===== config.mk =====
export PLATFORM = sky130hd
export DESIGN_NAME = vga_console_ctl
export DESIGN_NICKNAME = d
export VERILOG_FILES = /design/src/rtl/vga_console_ctl.sv
export SDC_FILE = /design/constraint.sdc
export NUM_CORES = 1
export LEC_CHECK = 0
export CAP_MARGIN = 20
export CORE_MARGIN = 3
export CORE_UTILIZATION = 50
export DETAILED_ROUTE_END_ITERATION = 6
export GPL_TIMING_DRIVEN = 0
export PLACE_DENSITY = 0.75
export SLEW_MARGIN = 5
export SYNTH_ARGS = -nofsm -noshare
export SYNTH_HDL_FRONTEND = slang
export SYNTH_SLANG_ARGS = --single-unit

===== constraint.sdc =====
create_clock -name clk25m -period 3.5 [get_ports clk25m]
set_input_delay 0.35 -clock clk25m [delete_from_list [all_inputs] [get_ports clk25m]]
set_output_delay 0.35 -clock clk25m [all_outputs]
set_load 0.02 [all_outputs]

===== src/rtl/vga_console_ctl.sv =====
// Text console write controller: turns a character stream into VRAM cell writes with cursor and clears.
// Latency: each VRAM write is registered and appears one cycle after its acceptance or clear step.
// Backpressure: in_ready drops while a row/screen clear runs or while clr is asserted.
//
// Ports:
//   clk25m, rst_n          - pixel/system clock, synchronous active-low reset
//   in_valid/in_data/in_ready - character input handshake
//   clr, busy              - clear-screen request (level), clear-in-progress status
//   cursor_col, cursor_row - current cursor position
//   vram_waddr/wdata/we    - registered VRAM write port
module vga_console_ctl #(
    parameter int          COLS  = 40,
    parameter int          ROWS  = 30,
    parameter logic [7:0]  BLANK = 8'h20
) (
    input  logic        clk25m,
    input  logic        rst_n,
    input  logic        in_valid,
    input  logic [7:0]  in_data,
    output logic        in_ready,
    input  logic        clr,
    output logic        busy,
    output logic [5:0]  cursor_col,
    output logic [4:0]  cursor_row,
    output logic [10:0] vram_waddr,
    output logic [7:0]  vram_wdata,
    output logic        vram_we
);

    localparam logic [5:0]  LAST_COL  = 6'(COLS - 1);
    localparam logic [4:0]  LAST_ROW  = 5'(ROWS - 1);
    localparam logic [10:0] COLS_W    = 11'(COLS);
    localparam logic [10:0] ROW_LAST  = 11'(COLS - 1);
    localparam logic [10:0] CELL_LAST = 11'(COLS * ROWS - 1);

    typedef enum logic [1:0] {
        IDLE      = 2'd0,
        CLEAR_ROW = 2'd1,
        CLEAR_ALL = 2'd2
    } state_t;

    state_t      state;
    state_t      state_nxt;
    logic [10:0] ptr;          // clear step index within the current sequence
    logic        pending;      // clr seen while a row clear was running

    logic        accept;
    logic        is_print;
    logic        is_lf;
    logic        is_cr;
    logic        is_bs;
    logic        col_at_end;
    logic        row_adv;
    logic        enter_all;
    logic [10:0] row_base;
    logic [10:0] cell_addr;
    logic [4:0]  row_inc;

    logic        wr_en;
    logic [10:0] wr_addr;
    logic [7:0]  wr_data;

    // Character decode and address arithmetic
    always_comb begin
        accept     = in_valid && in_ready;
        is_print   = (in_data >= 8'h20) && (in_data <= 8'h7E);
        is_lf      = (in_data == 8'h0A);
        is_cr      = (in_data == 8'h0D);
        is_bs      = (in_data == 8'h08);
        col_at_end = (cursor_col == LAST_COL);
        row_adv    = accept && ((is_print && col_at_end) || is_lf);
        row_base   = 11'(cursor_row) * COLS_W;
        cell_addr  = row_base + 11'(cursor_col);
        row_inc    = (cursor_row == LAST_ROW) ? 5'd0 : cursor_row + 5'd1;
    end

    // State register
    always_ff @(posedge clk25m) begin
        if (!rst_n) begin
            state <= CLEAR_ALL;
        end else begin
            state <= state_nxt;
        end
    end

    // Next-state logic
    always_comb begin
        state_nxt = state;
        case (state)
            IDLE: begin
                if (clr) begin
                    state_nxt = CLEAR_ALL;
                end else if (row_adv) begin
                    state_nxt = CLEAR_ROW;
                end
            end
            CLEAR_ROW: begin
                // A clr arriving on the final row step still counts as pending.
                if (ptr == ROW_LAST) begin
                    state_nxt = (pending || clr) ? CLEAR_ALL : IDLE;
                end
            end
            CLEAR_ALL: begin
                if (ptr == CELL_LAST) begin
                    state_nxt = IDLE;
                end
            end
            default: state_nxt = CLEAR_ALL;
        endcase
    end

    // Output logic: status flags and the write command that gets registered
    always_comb begin
        in_ready = (state == IDLE) && !clr;
        busy     = (state != IDLE);
        wr_en    = 1'b0;
        wr_addr  = 11'd0;
        wr_data  = 8'd0;
        case (state)
            IDLE: begin
                if (accept && is_print) begin
                    wr_en   = 1'b1;
                    wr_addr = cell_addr;
                    wr_data = in_data;
                end
            end
            CLEAR_ROW: begin
                wr_en   = 1'b1;
                wr_addr = row_base + ptr;
                wr_data = BLANK;
            end
            CLEAR_ALL: begin
                wr_en   = 1'b1;
                wr_addr = ptr;
                wr_data = BLANK;
            end
            default: begin
                wr_en = 1'b0;
            end
        endcase
    end

    assign enter_all = (state != CLEAR_ALL) && (state_nxt == CLEAR_ALL);

    // Datapath: write port, clear pointer, pending flag, cursor
    always_ff @(posedge clk25m) begin
        if (!rst_n) begin
            vram_we    <= 1'b0;
            vram_waddr <= 11'd0;
            vram_wdata <= 8'd0;
            ptr        <= 11'd0;
            pending    <= 1'b0;
            cursor_col <= 6'd0;
            cursor_row <= 5'd0;
        end else begin
            vram_we    <= wr_en;
            vram_waddr <= wr_addr;
            vram_wdata <= wr_data;

            if (state_nxt != state) begin
                ptr <= 11'd0;
            end else if (state != IDLE) begin
                ptr <= ptr + 11'd1;
            end

            if (state == CLEAR_ROW && state_nxt == CLEAR_ROW) begin
                pending <= pending || clr;
            end else begin
                pending <= 1'b0;
            end

            if (enter_all) begin
                cursor_col <= 6'd0;
                cursor_row <= 5'd0;
            end else if (accept) begin
                if (is_print) begin
                    if (col_at_end) begin
                        cursor_col <= 6'd0;
                        cursor_row <= row_inc;
                    end else begin
                        cursor_col <= cursor_col + 6'd1;
                    end
                end else if (is_lf) begin
                    cursor_col <= 6'd0;
                    cursor_row <= row_inc;
                end else if (is_cr) begin
                    cursor_col <= 6'd0;
                end else if (is_bs && cursor_col != 6'd0) begin
                    cursor_col <= cursor_col - 6'd1;
                end
            end
        end
    end

endmodule


== Yosys cells after proc, flatten, opt, wreduce, memory -nomap -nowiden ==
Cells that the tools add are included.
Widths: inputs -> output; s select.

* Add/subtract/negate cells: 6
* Equality and inequality tests: 14
* Reduce and logical (&&, ||, !) cells: 23
* Magnitude comparators: 2
* Multiplexer cells: 21
* Bitwise operators: 1
* Multiply operators: 1

{| class="wikitable"
|+ Operators by type and width
! kind !! number
|-
| $pmux 11 s3 || 1
|-
| $mux 6 || 5
|-
| $eq 8x4->1 const B || 3
|-
| $mux 5 || 4
|-
| $pmux 8 s2 || 1
|-
| $add 11x1->11 const B || 1
|-
| $add 11x11->11 || 1
|-
| $add 11x6->11 || 1
|-
| $eq 11x11->1 const B || 1
|-
| $eq 11x6->1 const B || 1
|-
| $mux 11 || 1
|-
| $mux 2 || 5
|-
| $logic_and 1x1->1 || 9
|-
| $ge 8x6->1 const B || 1
|-
| $le 8x7->1 const B || 1
|-
| $mul 5x3->8 const B || 1
|-
| $mux 8 || 1
|-
| $add 6x1->6 const B || 1
|-
| $eq 6x6->1 const B || 1
|-
| $pmux 2 s3 || 1
|-
| $reduce_bool 6->1 || 1
|-
| $reduce_or 2->1 || 3
|-
| $sub 6x1->6 const B || 1
|-
| $add 5x1->5 const B || 1
|-
| 16 further kinds || 21
|}

* Register bits: 45
* Logic and storage cells: 76
* Bits of input ports: 12

== Depth between registers and ports, before layout ==
* Word-level depth: 11
* Depth in mapped cells: 10
* Gate-level depth less buffers: 10

== Least setup slack after synthesis ==
OpenSTA, ideal clock, no wires.

* Path type: flip-flop to flip-flop
* Start point: reg cursor_row[1]
* End point: reg vram_waddr[10]
* Arrival: 2.703 ns
* Cell stages (with the launch flop): 10
* Library setup time: 0.125 ns
* Data required time: 3.375 ns
* Setup slack: 0.672 ns
* Cell sequence: dfxtp_1 -> ha_1 -> ha_1 -> fa_1 -> ha_1 -> a21oi_1 -> o21ai_0 -> a31oi_1 -> mux2i_1 -> o21ai_0

* Cells in the longest elaborated chain, start to end: 4
* Elaborated cells on any way between the ends: 5
* Those cells by class: 2 x add/sub; 1 x mul; 2 x mux

{| class="wikitable"
|+ RTL lines
! element !! line !! RTL
|-
| start, declared || 24 || <nowiki>output logic [4:0] cursor_row,</nowiki>
|-
| start signal, assigned || 179 || <nowiki>cursor_row <= row_inc;</nowiki>
|-
| start signal, assigned || 185 || <nowiki>cursor_row <= row_inc;</nowiki>
|-
| $mul 5x3->8 (*) || 72 || <nowiki>row_base = 11'(cursor_row) * COLS_W;</nowiki>
|-
| $add 11x6->11 || 73 || <nowiki>cell_addr = row_base + 11'(cursor_col);</nowiki>
|-
| $mux 11 || 121 || <nowiki>if (accept && is_print) begin</nowiki>
|-
| $pmux 11 s3 (*) || 119 || <nowiki>case (state)</nowiki>
|-
| end signal, assigned || 157 || <nowiki>vram_waddr <= wr_addr;</nowiki>
|-
| end, declared || 25 || <nowiki>output logic [10:0] vram_waddr,</nowiki>
|}

Every way passes the cells marked *; elsewhere a longest branch is shown, timed or not.
A chain may end at the register's enable or synchronous reset.

== Final worst setup path ==
* Start point: reg cursor_row[1]
* End point: reg vram_waddr[9]

Same word-level chain as after synthesis.

==> results by group <==
Status
  • Status: finished, final reports clean

Placed design
  • IO Port Bufs: 44
  • Placed insts: 456
  • RD Place Congestion: 0.930
  • Post-DP HPWL: 5.50 mm
  • Placed Area: 0.00349 mm²
  • Pre-CTS setup slack: 0.537 ns

CTS
  • TritonCTS Buffers: 5
  • Hold buffers post-CTS: 0
  • Postcts setup bufs: 0
  • Cts repair resizes: 0
  • H-tree levels: 2
  • CTS tree: yes
  • Clk buf depth: 2
  • Clock root cell: clkbuf_8
  • Clk slew on worst S/H paths: 0.09 ns
  • Clock Latency Late Sink: 0.30 ns
  • TritonCTS sink count: 45

Setup path
  • Crit path DAT: 3.15 ns
  • Critical path required time: 3.69 ns
  • Slowest stage cell on the critical path: dfxtp_1
  • Setup crit end kind: flip-flop
  • CP max stage delay: 0.61 ns
  • Crit-path max FO: 11
  • Crit start category: flip-flop
  • Critical path, cell by cell: ha_1 > ha_1 > fa_1 > xnor2_1 > inv_1 > ha_1 > a21oi_1 > nor4b_1 > a211o_1
  • CP dominant cell by count: ha_1
  • Worst R2R Path Depth: 9
  • Reg2Reg Setup Slack: 0.54 ns
  • Crit path kind: flip-flop to flip-flop

Final layout
  • Layout cell share with drive strength beyond 1: 0.0842
  • Finished Layout Cells: 464
  • ANT cells: 0
  • P&R area growth vs syn: 21.7%
  • Design Area, Final: 0.00360 mm²
  • NumNets Final: 432
  • Register area: 901 µm²
  • Area of the multi-input gates: 0.00194 mm²
  • Filler cells: 507

Synth
  • FF+latch count, synth: 45
  • Top cell types by occurrence after synthesis: 45 x dfxtp_1, 33 x nor2_1, 32 x a21oi_1
  • Synth Flop Type: dfxtp_1
  • Most common cell in the netlist: dfxtp_1
  • Register area share after synthesis: 0.305
  • Syn nets: 381
  • Mapped cell area: 0.00296 mm²
  • Yosys top cell area share: 0.305
  • Synth area leaders: dfxtp_1 30%, ha_1 11%, a21oi_1 5.4%
  • Number of synthesized flops with an enable pin: 0
  • Ys async rst share: 0
  • Synthesized instance count: 340
  • Synth Warn #: 0
  • Yosys cell types: 65
  • Synthesized area per cell: 8.69 µm²
  • Cell taking the most area after synthesis: dfxtp_1

Power and ir drop
  • Switching part of the total: 0.232
  • Pleak: 1.45 nW
  • Power Internal: 0.000767 W
  • Seq pwr share: 0.525
  • Power per cell area: 278 mW/mm²
  • VDD IR-drop max: 0.000274 V
  • Switch Pwr: 0.000232 W
  • Design Power: 0.000999 W
  • Clk network pwr share: 0.398
  • Combinational group share of total power: 0.077

STA
  • Fin Setup TNS: 0 ns
  • Min Tclk post-route: 2.96 ns
  • F_max: 338 MHz
  • Clock skew: 0.00767 ns
  • Tightest Pin Transition: 1.00 ns
  • Slew margin rel.: 0.325
  • RSZ-0062 raised after global routing: false
  • Hold Violations, Final: 0
  • Period utilisation layout: 0.845
  • Final WS setup: 0.541 ns
  • Slew Limit Fails: 0
  • # setup viols final: 0

Die
  • Die span in y: 82.9 µm
  • Die width: 82.9 µm
  • Core footprint: 0.00561 mm²
  • Num ports: 45
  • Full die area: 0.00687 mm²
  • Initial core utilization: 0.527
  • Std-Cell Rows: 27

Global routing
  • Largest net degree at the start of global routing: 15
  • Antenna violations before repair: 0
  • Grt ovf: 0
  • Vias in the first global route: 2633
  • Gr usage total: 0.217
  • First-pass GRT wire length: 12.6 mm

Drt
  • Routed Antenna Nets: 0
  • Routed wire length: 7.33 mm
  • DRC viols: 0
  • DR vias/cell: 5.88
  • Routed length per instance: 15.8 µm
  • Vias: 2728
  • Initial DRC count: 216
  • Drt pass-1 iters: 5

Worst hold path
  • Hold Path Depth: 2
  • HP Class: flip-flop to flip-flop

Job
  • Max cap viols: 0
metal layers:
metal / share of wire / global-route usage / routed length [µm]
met5: 0 / 0 / 0
met4: 0.011 / 0.0446 / 79
met3: 0.054 / 0.0357 / 399
met2: 0.46 / 0.344 / 3380
met1: 0.47 / 0.309 / 3470
logic make-up (layout without fill, tap and decap cells):
group | Yosys count | after routing | synth area share
simple gates | 130 | 130 | 0.249
compound gates | 93 | 93 | 0.215
flops | 45 | 45 | 0.305
fa+ha+maj | 29 | 29 | 0.130
buf+inv | 21 | 73 | 0.0373
xor+xnor | 19 | 19 | 0.0563
mux | 2 | 2 | 0.00677
other cells | 1 | 1 | 0.00127
power by group through the flow:
stage	clock network [W]	registers [W]	logic, W
2_1_floorplan	0	0.000539	0.0000359
3_3_place_gp	0	0.000536	0.0000746
3_5_place_dp	0	0.000536	0.0000759
4_1_cts	0.000409	0.000524	0.0000764
5_1_grt	0.000433	0.000525	0.0000840
6_report	0.000398	0.000524	0.0000769
layout make-up:
type,instances,area share
multi-input cells,274,0.541
flip-flops and latches,45,0.250
repair buffers,44,0.122
well taps,72,0.0250
clock buffers,6,0.0202
plain buffers,10,0.0191
inverters,11,0.0115
clock inverters,2,0.0108
per-stage QoR:
stage                util  hold WS [ns]
detailed placement  0.622         0.569
CTS                 0.641         0.582
global route        0.641         0.627
floorplan               -         0.441
global placement    0.622         0.556
finish              0.641         0.582
registers in the layout, indices dropped and copies added, names as in the netlist:
register / cells
cursor_row: 5
state: 2
cursor_col: 6
pending: 1
ptr: 11
vram_waddr: 11
vram_wdata: 8
vram_we: 1
path summary, 6_finish.rpt:
check	startpoint	endpoint
worst max register to register	cursor_row[1]	vram_waddr[9]
worst min-delay path	ptr[2]	ptr[2]
worst max-delay path	cursor_row[1]	vram_waddr[9]
worst min register to register	ptr[2]	ptr[2]
cells in the final DEF (no fill, tap or decap), types with 5 or more instances in the layout:
cell | Yosys | routed
and2_1 | 5 | 5
nand3_1 | 6 | 6
nor2b_1 | 5 | 5
dfxtp_1 | 45 | 45
clkdlybuf4s50_1 | 0 | 44
inv_1 | 11 | 11
nor2_1 | 33 | 33
nor3_1 | 7 | 7
or3_1 | 7 | 7
xnor2_1 | 9 | 9
a31oi_1 | 5 | 5
o21ai_0 | 15 | 15
ha_1 | 26 | 26
nand2_1 | 23 | 23
clkbuf_1 | 6 | 7
nand4_1 | 6 | 6
a21oi_1 | 32 | 32
a21o_1 | 7 | 7
xor2_1 | 10 | 10
clkbuf_8 | 2 | 7
worst max-delay path: cells and delay by family, from the launching register on:
family / cells / cell delay [ns]
buf+inv: 1 / 0.09
simple gates: 1 / 0.08
xor+xnor: 1 / 0.35
flops: 1 / 0.61
fa+ha+maj: 4 / 1.28
compound gates: 2 / 0.46
Power figures use the tool's default switching activity.
